--- config.mk ---
export PLATFORM = sky130hd
export DESIGN_NAME = pipeline_controller
export DESIGN_NICKNAME = d
export VERILOG_FILES = /design/src/rtl/stages_definition_pkg.sv /design/src/rtl/forward_unit.sv /design/src/rtl/pipeline_controller.sv
export SDC_FILE = /design/constraint.sdc
export NUM_CORES = 1
export LEC_CHECK = 0
export ABC_AREA = 0
export ABC_CLOCK_PERIOD_IN_PS = 1750
export CORE_ASPECT_RATIO = 1.4
export CORE_MARGIN = 2
export CORE_UTILIZATION = 36
export CTS_CLUSTER_DIAMETER = 30
export DETAILED_ROUTE_END_ITERATION = 10
export PLACE_DENSITY = 0.8
export SLEW_MARGIN = 0
export SYNTH_ARGS = -nofsm -noshare
export SYNTH_HDL_FRONTEND = slang
export SYNTH_SLANG_ARGS = --single-unit
--- constraint.sdc ---
create_clock -name clk -period 1.75 [get_ports clk]
set_input_delay 0.2625 -clock clk [delete_from_list [all_inputs] [get_ports clk]]
set_output_delay 0.2625 -clock clk [all_outputs]
set_load 0.01 [all_outputs]
--- src/rtl/stages_definition_pkg.sv ---
// Shared definitions for the pipeline hazard controller: controller states,
// forwarding mux selects and the register address reserved for the PC.
package stages_definition_pkg;

    typedef enum logic [1:0] {
        RUN      = 2'd0,
        BR_FLUSH = 2'd1,
        DRAIN    = 2'd2,
        HALTED   = 2'd3
    } ctrl_state_t;

    localparam logic [1:0] FWD_RF  = 2'b00;
    localparam logic [1:0] FWD_WB  = 2'b01;
    localparam logic [1:0] FWD_MEM = 2'b10;

    localparam logic [3:0] PC_REG = 4'd15;

    // Drain length: enough cycles to retire everything past Decode.
    localparam logic [1:0] DRAIN_CYCLES = 2'd3;

endpackage

--- src/rtl/forward_unit.sv ---
// Selects the bypass source for one ALU operand in Execute; the youngest
// producer (Memory stage) wins over WriteBack, and the PC is never bypassed.
module forward_unit
    import stages_definition_pkg::*;
(
    input  logic [3:0] src_reg,
    input  logic [3:0] mem_rd,
    input  logic       mem_reg_write,
    input  logic [3:0] wb_rd,
    input  logic       wb_reg_write,
    output logic [1:0] fwd_sel
);

    always_comb begin
        fwd_sel = FWD_RF;
        if (src_reg != PC_REG) begin
            if (mem_reg_write && (mem_rd == src_reg)) begin
                fwd_sel = FWD_MEM;
            end else if (wb_reg_write && (wb_rd == src_reg)) begin
                fwd_sel = FWD_WB;
            end
        end
    end

endmodule

--- src/rtl/pipeline_controller.sv ---
// Hazard controller for a 5-stage pipeline: load-use bubbles, branch flushes,
// a counted drain on halt, and operand forwarding for the Execute stage.
module pipeline_controller
    import stages_definition_pkg::*;
(
    input  logic       clk,
    input  logic       reset,
    input  logic       halt,
    input  logic [3:0] decoA1,
    input  logic [3:0] decoA2,
    input  logic [3:0] exeA1,
    input  logic [3:0] exeA2,
    input  logic [3:0] exeRd,
    input  logic       exeRegWrite,
    input  logic       exeMemToReg,
    input  logic [3:0] memRd,
    input  logic       memRegWrite,
    input  logic [3:0] wbRd,
    input  logic       wbRegWrite,
    input  logic       pcSrcExe,
    output logic       stallF,
    output logic       stallD,
    output logic       flushD,
    output logic       flushE,
    output logic [1:0] forwardAluSrc1,
    output logic [1:0] forwardAluSrc2,
    output logic       halted
);

    ctrl_state_t state;
    ctrl_state_t next_state;
    logic [1:0]  drain_count;
    logic [1:0]  next_count;
    logic        drain_pending;
    logic        next_pending;

    logic        stall_f;
    logic        stall_d;
    logic        flush_d;
    logic        flush_e;
    logic        load_use;
    logic [1:0]  fwd_sel1;
    logic [1:0]  fwd_sel2;

    forward_unit u_forward_src1 (
        .src_reg       (exeA1),
        .mem_rd        (memRd),
        .mem_reg_write (memRegWrite),
        .wb_rd         (wbRd),
        .wb_reg_write  (wbRegWrite),
        .fwd_sel       (fwd_sel1)
    );

    forward_unit u_forward_src2 (
        .src_reg       (exeA2),
        .mem_rd        (memRd),
        .mem_reg_write (memRegWrite),
        .wb_rd         (wbRd),
        .wb_reg_write  (wbRegWrite),
        .fwd_sel       (fwd_sel2)
    );

    assign load_use = exeMemToReg && exeRegWrite &&
                      ((exeRd == decoA1) || (exeRd == decoA2));

    always_ff @(posedge clk) begin
        if (reset) begin
            state         <= RUN;
            drain_count   <= 2'd0;
            drain_pending <= 1'b0;
            halted        <= 1'b0;
        end else begin
            state         <= next_state;
            drain_count   <= next_count;
            drain_pending <= next_pending;
            halted        <= (next_state == HALTED);
        end
    end

    always_comb begin
        next_state   = state;
        next_count   = drain_count;
        next_pending = drain_pending;
        stall_f      = 1'b0;
        stall_d      = 1'b0;
        flush_d      = 1'b0;
        flush_e      = 1'b0;

        case (state)
            RUN: begin
                if (pcSrcExe) begin
                    flush_d    = 1'b1;
                    flush_e    = 1'b1;
                    next_state = BR_FLUSH;
                end else if (load_use) begin
                    stall_f = 1'b1;
                    stall_d = 1'b1;
                    flush_e = 1'b1;
                end else if (halt) begin
                    next_state   = DRAIN;
                    next_count   = DRAIN_CYCLES;
                    next_pending = 1'b1;
                end
            end
            BR_FLUSH: begin
                flush_d    = 1'b1;
                next_state = drain_pending ? DRAIN : RUN;
            end
            DRAIN: begin
                stall_f = 1'b1;
                flush_d = 1'b1;
                if (drain_count != 2'd0) begin
                    next_count = drain_count - 2'd1;
                end
                // A branch still redirects the PC; the drain continues afterwards.
                if (pcSrcExe) begin
                    stall_f    = 1'b0;
                    flush_e    = 1'b1;
                    next_state = BR_FLUSH;
                end else if (drain_count <= 2'd1) begin
                    next_state   = HALTED;
                    next_pending = 1'b0;
                end
            end
            HALTED: begin
                stall_f = 1'b1;
                stall_d = 1'b1;
                if (!halt) begin
                    next_state = RUN;
                end
            end
            default: begin
                next_state = RUN;
            end
        endcase
    end

    // Reset forces a clean bubble through Decode and Execute; flush beats stall.
    always_comb begin
        if (reset) begin
            stallF         = 1'b0;
            stallD         = 1'b0;
            flushD         = 1'b1;
            flushE         = 1'b1;
            forwardAluSrc1 = FWD_RF;
            forwardAluSrc2 = FWD_RF;
        end else begin
            stallF         = stall_f;
            stallD         = stall_d && !flush_d;
            flushD         = flush_d;
            flushE         = flush_e;
            forwardAluSrc1 = fwd_sel1;
            forwardAluSrc2 = fwd_sel2;
        end
    end

endmodule

* After elaboration in Yosys (flattened, before gate mapping)
Cells that the tools add are included.
W data, S select, Z words.
** Word-level totals
- Flip-flop bits (word level) :: 6
- Bits of input ports :: 36
- Word-level logic and storage cells :: 79
** Cells by class
- Add/subtract/negate cells :: 1
- Magnitude comparators :: 1
- Equality and inequality tests :: 18
- Multiplexer cells :: 40
- Reductions and logical operators :: 15
** Operators by type and width (count)
- $mux W2 :: 17
- $eq A4 B4 Y1 :: 6
- $mux W1 :: 16
- $ne A2 B2 Y1 const B :: 6
- $ne A4 B4 Y1 const B :: 2
- $pmux W1 S2 :: 4
- $pmux W2 S4 :: 1
- $logic_and A1 B1 Y1 :: 7
- $eq A2 B2 Y1 const B :: 3
- $reduce_and A6 Y1 :: 1
- $reduce_and A5 Y1 :: 1
- $pmux W2 S2 :: 1
- $reduce_bool A2 Y1 :: 2
- $pmux W1 S3 :: 1
- $eq A2 B1 Y1 const B :: 1
- $le A2 B1 Y1 const B :: 1
- $logic_not A2 Y1 :: 1
- $reduce_or A2 Y1 :: 1
- $sub A2 B1 Y2 const B :: 1
- $logic_not A1 Y1 :: 1
- $logic_or A1 B1 Y1 :: 1

* Longest topological paths before layout
Gate-level depths: netlist of the first run.
- Depth after elaboration :: 8
- Depth in mapped cells :: 8
- Gate-level depth less buffers :: 7

* Modules after synthesis
Synthesis of the first run repeated with hierarchy kept, for this count alone.
** Unflattened totals
- Cell total of the unflattened synthesis :: 117
- Area, all modules :: 864.6 um^2
** Modules (own cells, without submodules)
- pipeline_controller :: instances 1, cells each 79, area an instance 601.8 um^2, sequential area each 120.1 um^2
- forward_unit :: instances 2, cells each 19, area an instance 131.4 um^2, sequential area each 0.0 um^2

* Worst setup path after synthesis of the first run
Ideal clock, no wire load.
- Kind :: reg2reg
- From :: reg state[0]
- To :: reg drain_pending
- Setup time :: 0.121 ns
- Data arrival time :: 1.720 ns
- Setup slack :: -0.092 ns
- Stages on the path, launching flop included :: 8
- Path buffers :: 1
- Cells stage by stage :: dfxtp_1 -> inv_1 -> ha_1 -> buf_4 -> nor3b_1 -> a2111o_1 -> a21oi_2 -> mux2_4
** On the way
- Cells in the longest elaborated chain, start to end :: 3
** RTL lines
- start: declaration :: line pipeline_controller.sv:30 : ctrl_state_t state;
- start signal: assignment :: line pipeline_controller.sv:73 : state <= next_state;
- $eq A2 B2 Y1 or $logic_not A2 Y1 (tied branches) :: line pipeline_controller.sv:89 : case (state)
- $ne A2 B2 Y1 (no source line) or $reduce_bool A2 Y1 (tied branches)
- $reduce_and A6 Y1 (no source line)
- end signal: assignment :: line pipeline_controller.sv:75 : drain_pending <= next_pending;
- end: declaration :: line pipeline_controller.sv:34 : logic drain_pending;
Parallel ways exist; a longest one is shown, timed or not.
A chain may end at the register's enable or synchronous reset.

* Worst setup path in the final report of the first run
Ends and elaborated chain as after synthesis.

==> metrics.yaml, run 1 <==
run_status:
  status: "complete, no violations"
final_layout:
  area_delta_synth_final_pct: 86.70
  final_common_cell: "buf_4"
  drive_gt1_share_pct: 46.84
  nFillCells: 188
  nets: 234
  antenna-diode-count: 0
  stdcell_count: 224
  fin_area_um2: 1687
  layout_common_cells: "buf_4, buf_2, dlygate4sd2_1"
power:
  p_comb_share_pct: 62.3
  intPower_w: 0.0005259
  clockPowerShare_pct: 16.5
  p_leak_nw: 0.8113
  power_frac_seq_pct: 21.2
  ir_worst_vdd_uv: 500.6
  power_density_nw_per_um2: 496.0
  switching_share_pct: 37.14
  p_switching_w: 0.0003108
logic_synthesis:
  synth-async-reset-ratio_pct: 0
  synth_top_area_share_pct: 13.30
  avgSynthCellArea_um2: 8.212
  synth_top_cell_by_area: "dfxtp_1"
  synth-seq-cells: 6
  yosys_warnings: 0
  synth.cell_area_um2: 903.4
  syn_nets: 153
  seq_area_frac_synth_pct: 13.30
  ys.flop_type: "dfxtp_1"
  yosysUniqueCellTypes: 38
  synthTopCellsByArea: "dfxtp_1, xor2_1, ha_1, xnor2_1, nand3_1"
  syn_inst: 110
  synth_edf_count: 0
setup_path:
  crit_path_end: "drain_pending"
  arrival_ns: 1.86
  worstPathRequired_ns: 1.88
  crit_path_end_kind: "flop"
  cp-start-kind: "flop"
  max_stage_delay_ns: 0.41
  crit_family: "compound AO/OA/AOI/OAI gates"
  crit_buf_inv: 2
  r2r_end: "drain_pending"
  r2r_cells: 6
  critPathLaunch: "state[0]"
  critPathMaxFanout: 6
  criticalPathCategory: "reg2reg"
  path_cells: "inv_2 -> ha_4 -> buf_4 -> a2111o_1 -> a21oi_2 -> mux2_4"
  reg2reg_setup_slack_ns: 0.01
  regToRegStartpoint: "state[0]"
  worstSetupPathDepth: 6
  slowest_stage: "a2111o_1"
hold_path:
  hp-start: "drain_count[0]"
  holdCritPathClass: "reg2reg"
route:
  routed_wl_um: 3231
  drt_iter0_drc: 27
  wire_per_inst_um: 14.42
  drt_pre_antenna_iters: 4
  drtAntennaViolNets: 0
  viasPerCell: 5.223
  drc: 0
  vias: 1170
floorplanning:
  rows: 21
  die_h_um: 63.27
  dieArea_um2: 2932
  ios: 45
  die_w_um: 46.34
  core_area_um2: 2391
  initial_core_util_pct: 37.78
timing:
  skew_ns: 0.001791
  worst_slack_ns: 0.01233
  finalCritPeriodShare_pct: 99.30
  rsz0062_at_grt: "yes"
  drv_slew: 0
  min_period_ns: 1.738
  tightest_slew_ns: 0.2531
  finalHoldViolations: 0
  fmax_ghz: 0.5755
  hold_ws_ns: 0.5180
  final.setup.tns_ns: 0
  setup_viol: 0
  relSlewSlack_pct: 83.07
global_route:
  grt_pass1_vias: 1238
  antenna_found_initial: 0
  grt_pass1_wl_um: 4988
  grt_max_degree: 8
  gr-usage-all-layers_pct: 22.30
  grt_overflow: 0
clock_tree:
  ctsRootBufferMaster: "clkbuf_4"
  cts_buffer_depth: 2
  htree_levels: 1
  clkTransAtPathRegs_ns: 0.05
  cts_tree: "yes"
  cts_sinks: 6
  cts_buffers: 3
  clk_latency_ns: 0.24
place:
  placed_cells: 213
  gp_congestion: 0.8851
  pre_cts_slack_ns: -0.7558
  port-buffer-count: 44
  dpl_cell_area_um2: 1578
  dp_hpwl_um: 2443
flow_run:
  maxCapViolCount: 0
state kept, by name (all words and copies together) (netlist names):
signal         flops
state              2
halted             1
drain_pending      1
drain_count        2
power groups by stage:
stage / Combinational [W] / Clock [W] / Sequential [W]
3_5_place_dp: 0.000479 / 0 / 0.000179
2_1_floorplan: 0.000235 / 0 / 0.000175
4_1_cts: 0.000501 / 0.000141 / 0.000177
3_3_place_gp: 0.000463 / 0 / 0.000177
5_1_grt: 0.000564 / 0.000156 / 0.000180
6_report: 0.000521 / 0.000138 / 0.000178
tightest hold or removal path, cell delays in order (launching register included):
cell and delay (ns):
dfxtp_1 0.32, inv_1 0.09, a221oi_2 0.06
cell families (layout without fill, tap and decap cells):
kind of cell    after synthesis  after routing  synth area share, %
fa+ha+maj                     7              7                9.695
mux                           1              1                1.662
flops                         6              6                13.30
compound gates               27             27                25.63
simple gates                 36             36                22.16
buf+inv                      11             91                6.232
xor+xnor                     22             22                21.33
routing by layer:
layer  wire [um]  vias up  global-route usage, %
met5           0        -                      0
met3         201        6                  4.298
met1        1175      550                  21.19
met4          49        0                  6.429
met2        1804       51                  43.75
li1            -      563                      -
synthesized netlist by cell type, types with 2 or more instances:
library cell and number:
a21oi_1 6, xor2_1 12, a41o_1 2, ha_1 7
o21ai_0 2, xnor2_1 10, nor2_1 7, nor4_1 2
a221oi_2 2, o32ai_1 2, dfxtp_1 6, nand4_2 2
inv_2 2, nand2_1 4, and3_1 3, o21bai_1 2
nor2b_1 3, buf_4 2, nor3_1 3, inv_1 5
nand3_1 8, nand2b_1 2
stage by stage:
step	total power, W	util [%]
2_1_floorplan	0.0004108	-
3_3_place_gp	0.0006402	65.99
3_5_place_dp	0.0006580	65.99
4_1_cts	0.0008185	69.44
5_1_grt	0.0009005	70.54
6_report	0.0008366	70.54
worst min-delay path by stage:
stage                     end  slack (ns)  depth (start not counted)
2_1_floorplan        state[0]        0.42                          2
3_3_place_gp   drain_count[0]        0.50                          2
3_5_place_dp   drain_count[0]        0.52                          2
4_1_cts        drain_count[0]        0.52                          2
5_1_grt        drain_count[0]        0.55                          2
6_report       drain_count[0]        0.52                          2
final cells by class:
type / count / area (um^2) / area share, %
clock buffer: 4 / 26.28 / 1.558
inverter: 7 / 26.28 / 1.558
multi-input combinational: 93 / 853.3 / 50.59
sequential: 6 / 127.6 / 7.567
tap: 34 / 42.54 / 2.522
timing repair buffer: 80 / 610.6 / 36.20
timing repair:
action                                  4_1_cts  5_1_grt
pin swaps                                    19       13
endpoints found under the setup margin       11        8
gates resized for setup                     100       14
hold buffers                                  0        0
buffers inserted                              3        4
Note: power is estimated with default switching activity, not from simulation.
==> run 2, diff against run 1 <==
GPL_ROUTABILITY_DRIVEN = 0   (was not set)
PLACE_DENSITY = not set   (was 0.8)
PLACE_DENSITY_LB_ADDON = 0.1   (was not set)
==> metrics.yaml, run 2 (same netlist as run 1, synthesis figures left out) <==
clock_tree:
  hold_buffers: 0  # unchanged
  htree_levels: 1  # unchanged
  clk_latency_ns: 0.24  # about the same
  cts_tree: "yes"
  cts_buffers: 3  # unchanged
  ctsRootBufferMaster: "clkbuf_4"
  cts_sinks: 6  # unchanged
  cts_buffer_depth: 2  # unchanged
  clkTransAtPathRegs_ns: 0.05  # about the same
final_layout:
  fin_area_um2: 1749  # +3.7%
  layout_common_cells: "buf_4, dlygate4sd2_1, xor2_1"
  antenna-diode-count: 0  # unchanged
  drive_gt1_share_pct: 44.57  # -2.3 points
  top_regs: "drain_count: 2 flops, state: 2 flops"
  area_delta_synth_final_pct: 93.63
  nets: 228  # -2.6%
  final_common_cell: "buf_4"
timing:
  finalCritPeriodShare_pct: 98.78  # -0.51 points
  drv_slew: 0  # unchanged
  skew_ns: 0.0006982  # -0.001092 ns
  setup_viol: 0  # unchanged
  rsz0062_at_grt: "yes"
  tightest_slew_ns: 0.2556  # +0.002409 ns
  min_period_ns: 1.729  # -0.008937 ns
  finalHoldViolations: 0  # unchanged
  fmax_ghz: 0.5785  # +0.52%
  final.setup.tns_ns: 0  # unchanged
  relSlewSlack_pct: 82.93  # -0.14 points
setup_path:
  crit_path_end_kind: "primary output"
  regToRegStartpoint: "state[1]"
  reg2reg_setup_slack_ns: 0.06  # +0.05 ns
  r2r_cells: 6  # unchanged
  worstPathRequired_ns: 1.49  # -0.39 ns
  arrival_ns: 1.47  # -0.39 ns
  criticalPathCategory: "in2out"
  r2r_end: "drain_pending"
  critPathMaxFanout: 2  # -4
  critPathLaunch: "memRd[0]"
  cp-start-kind: "primary input"
floorplanning:
  dieArea_um2: 2932  # unchanged
  ios: 45  # unchanged
  rows: 21  # unchanged
  die_h_um: 63.27  # unchanged
  initial_core_util_pct: 37.78  # unchanged
  core_area_um2: 2391  # unchanged
  die_w_um: 46.34  # unchanged
power:
  p_switching_w: 0.0003108  # about the same
  ir_worst_vdd_uv: 454.7  # -9.2%
  finalPower_w: 0.0008464  # +1.2%
  p_comb_share_pct: 62.4  # about the same
  switching_share_pct: 36.72  # -0.43 points
  power_frac_seq_pct: 20.9  # -0.3 points
  power_density_nw_per_um2: 483.9  # -2.5%
  intPower_w: 0.0005356  # +1.9%
  p_leak_nw: 0.8050  # -0.78%
  clockPowerShare_pct: 16.7  # +0.2 points
global_route:
  antenna_found_initial: 0  # unchanged
  grt_overflow: 0  # unchanged
  grt_max_degree: 13  # +5
  grt_pass1_wl_um: 4340  # -13%
  gr-usage-all-layers_pct: 19.19  # -3.1 points
  grt_pass1_vias: 1120  # -9.5%
flow_run:
  maxCapViolCount: 0  # unchanged
hold_path:
  hp-start: "drain_count[0]"
  hold_path_depth: 2  # unchanged
  holdCritPathClass: "reg2reg"
  hold_end: "drain_count[0]"
route:
  routed_wl_um: 2934  # -9.2%
  vias: 1086  # -7.2%
  drt_iter0_drc: 12  # -56%
  wire_per_inst_um: 13.46  # -6.7%
  drtAntennaViolNets: 0  # unchanged
  drt_pre_antenna_iters: 4  # unchanged
  drc: 0  # unchanged
  viasPerCell: 4.982  # -4.6%
place:
  port-buffer-count: 44  # unchanged
  dp_hpwl_um: 2413  # -1.2%
  dpl_cell_area_um2: 1563  # -0.95%
run_status:
  status: "complete, no violations"
## run 2: worst max path at each step
| stage | to | slack, ns | cells past startpoint |
|---|---|---|---|
| after floorplan | drain_pending | 0.01 | 7 |
| after global placement | stallF | -0.70 | 7 |
| after detailed placement | stallD | -0.74 | 8 |
| after CTS | drain_pending | -0.005 | 6 |
| after global routing | forwardAluSrc1[1] | -0.08 | 6 |
| final | forwardAluSrc1[1] | 0.02 | 5 |
## run 2: timing repair
item | in CTS | in global routing
endpoints found under the setup margin | 11 | 6
pin swaps | 21 | 15
resized for setup | 98 | 35
setup buffers | 2 | 1
## run 2: power by group through the flow
stage	sequential (W)	combinational, W	clock [W]
after global placement	0.000177	0.000458	0
final	0.000177	0.000528	0.000141
after detailed placement	0.000178	0.000470	0
after CTS	0.000175	0.000482	0.000147
after global routing	0.000180	0.000566	0.000164
after floorplan	0.000175	0.000235	0
## run 2: per-stage QoR
stage	hold WS, ns	util (%)	cells	worst slack (ns)
3_3_place_gp	0.5006	65.36	211	-0.7002
2_1_floorplan	0.4180	-	110	0.01256
4_1_cts	0.5253	67.56	217	-0.004927
6_report	0.5223	73.16	218	0.02127
3_5_place_dp	0.5162	65.36	211	-0.7416
5_1_grt	0.5483	73.16	218	-0.07815
## run 2: routing by layer
metal,up-vias,global-route usage (%),wire length [um]
li1,553,-,-
met4,0,6.071,52
met5,-,0,0
met1,503,18.12,1060
met3,4,2.292,99
met2,26,38.37,1721
## run 2: critical path, cell delays in order
cell and delay (ns):
clkdlybuf4s50_1 0.51, xnor2_1 0.13, nand3_1 0.10, nor2_1 0.15
dlygate4sd2_1 0.31
## run 2: final cells by class
class | instances | area (um^2)
clock buffer | 4 | 26.28
sequential | 6 | 127.6
tap | 34 | 42.54
inverter | 7 | 28.78
multi-input combinational | 93 | 900.9
fill | 190 | 641.9
timing repair buffer | 74 | 623.1
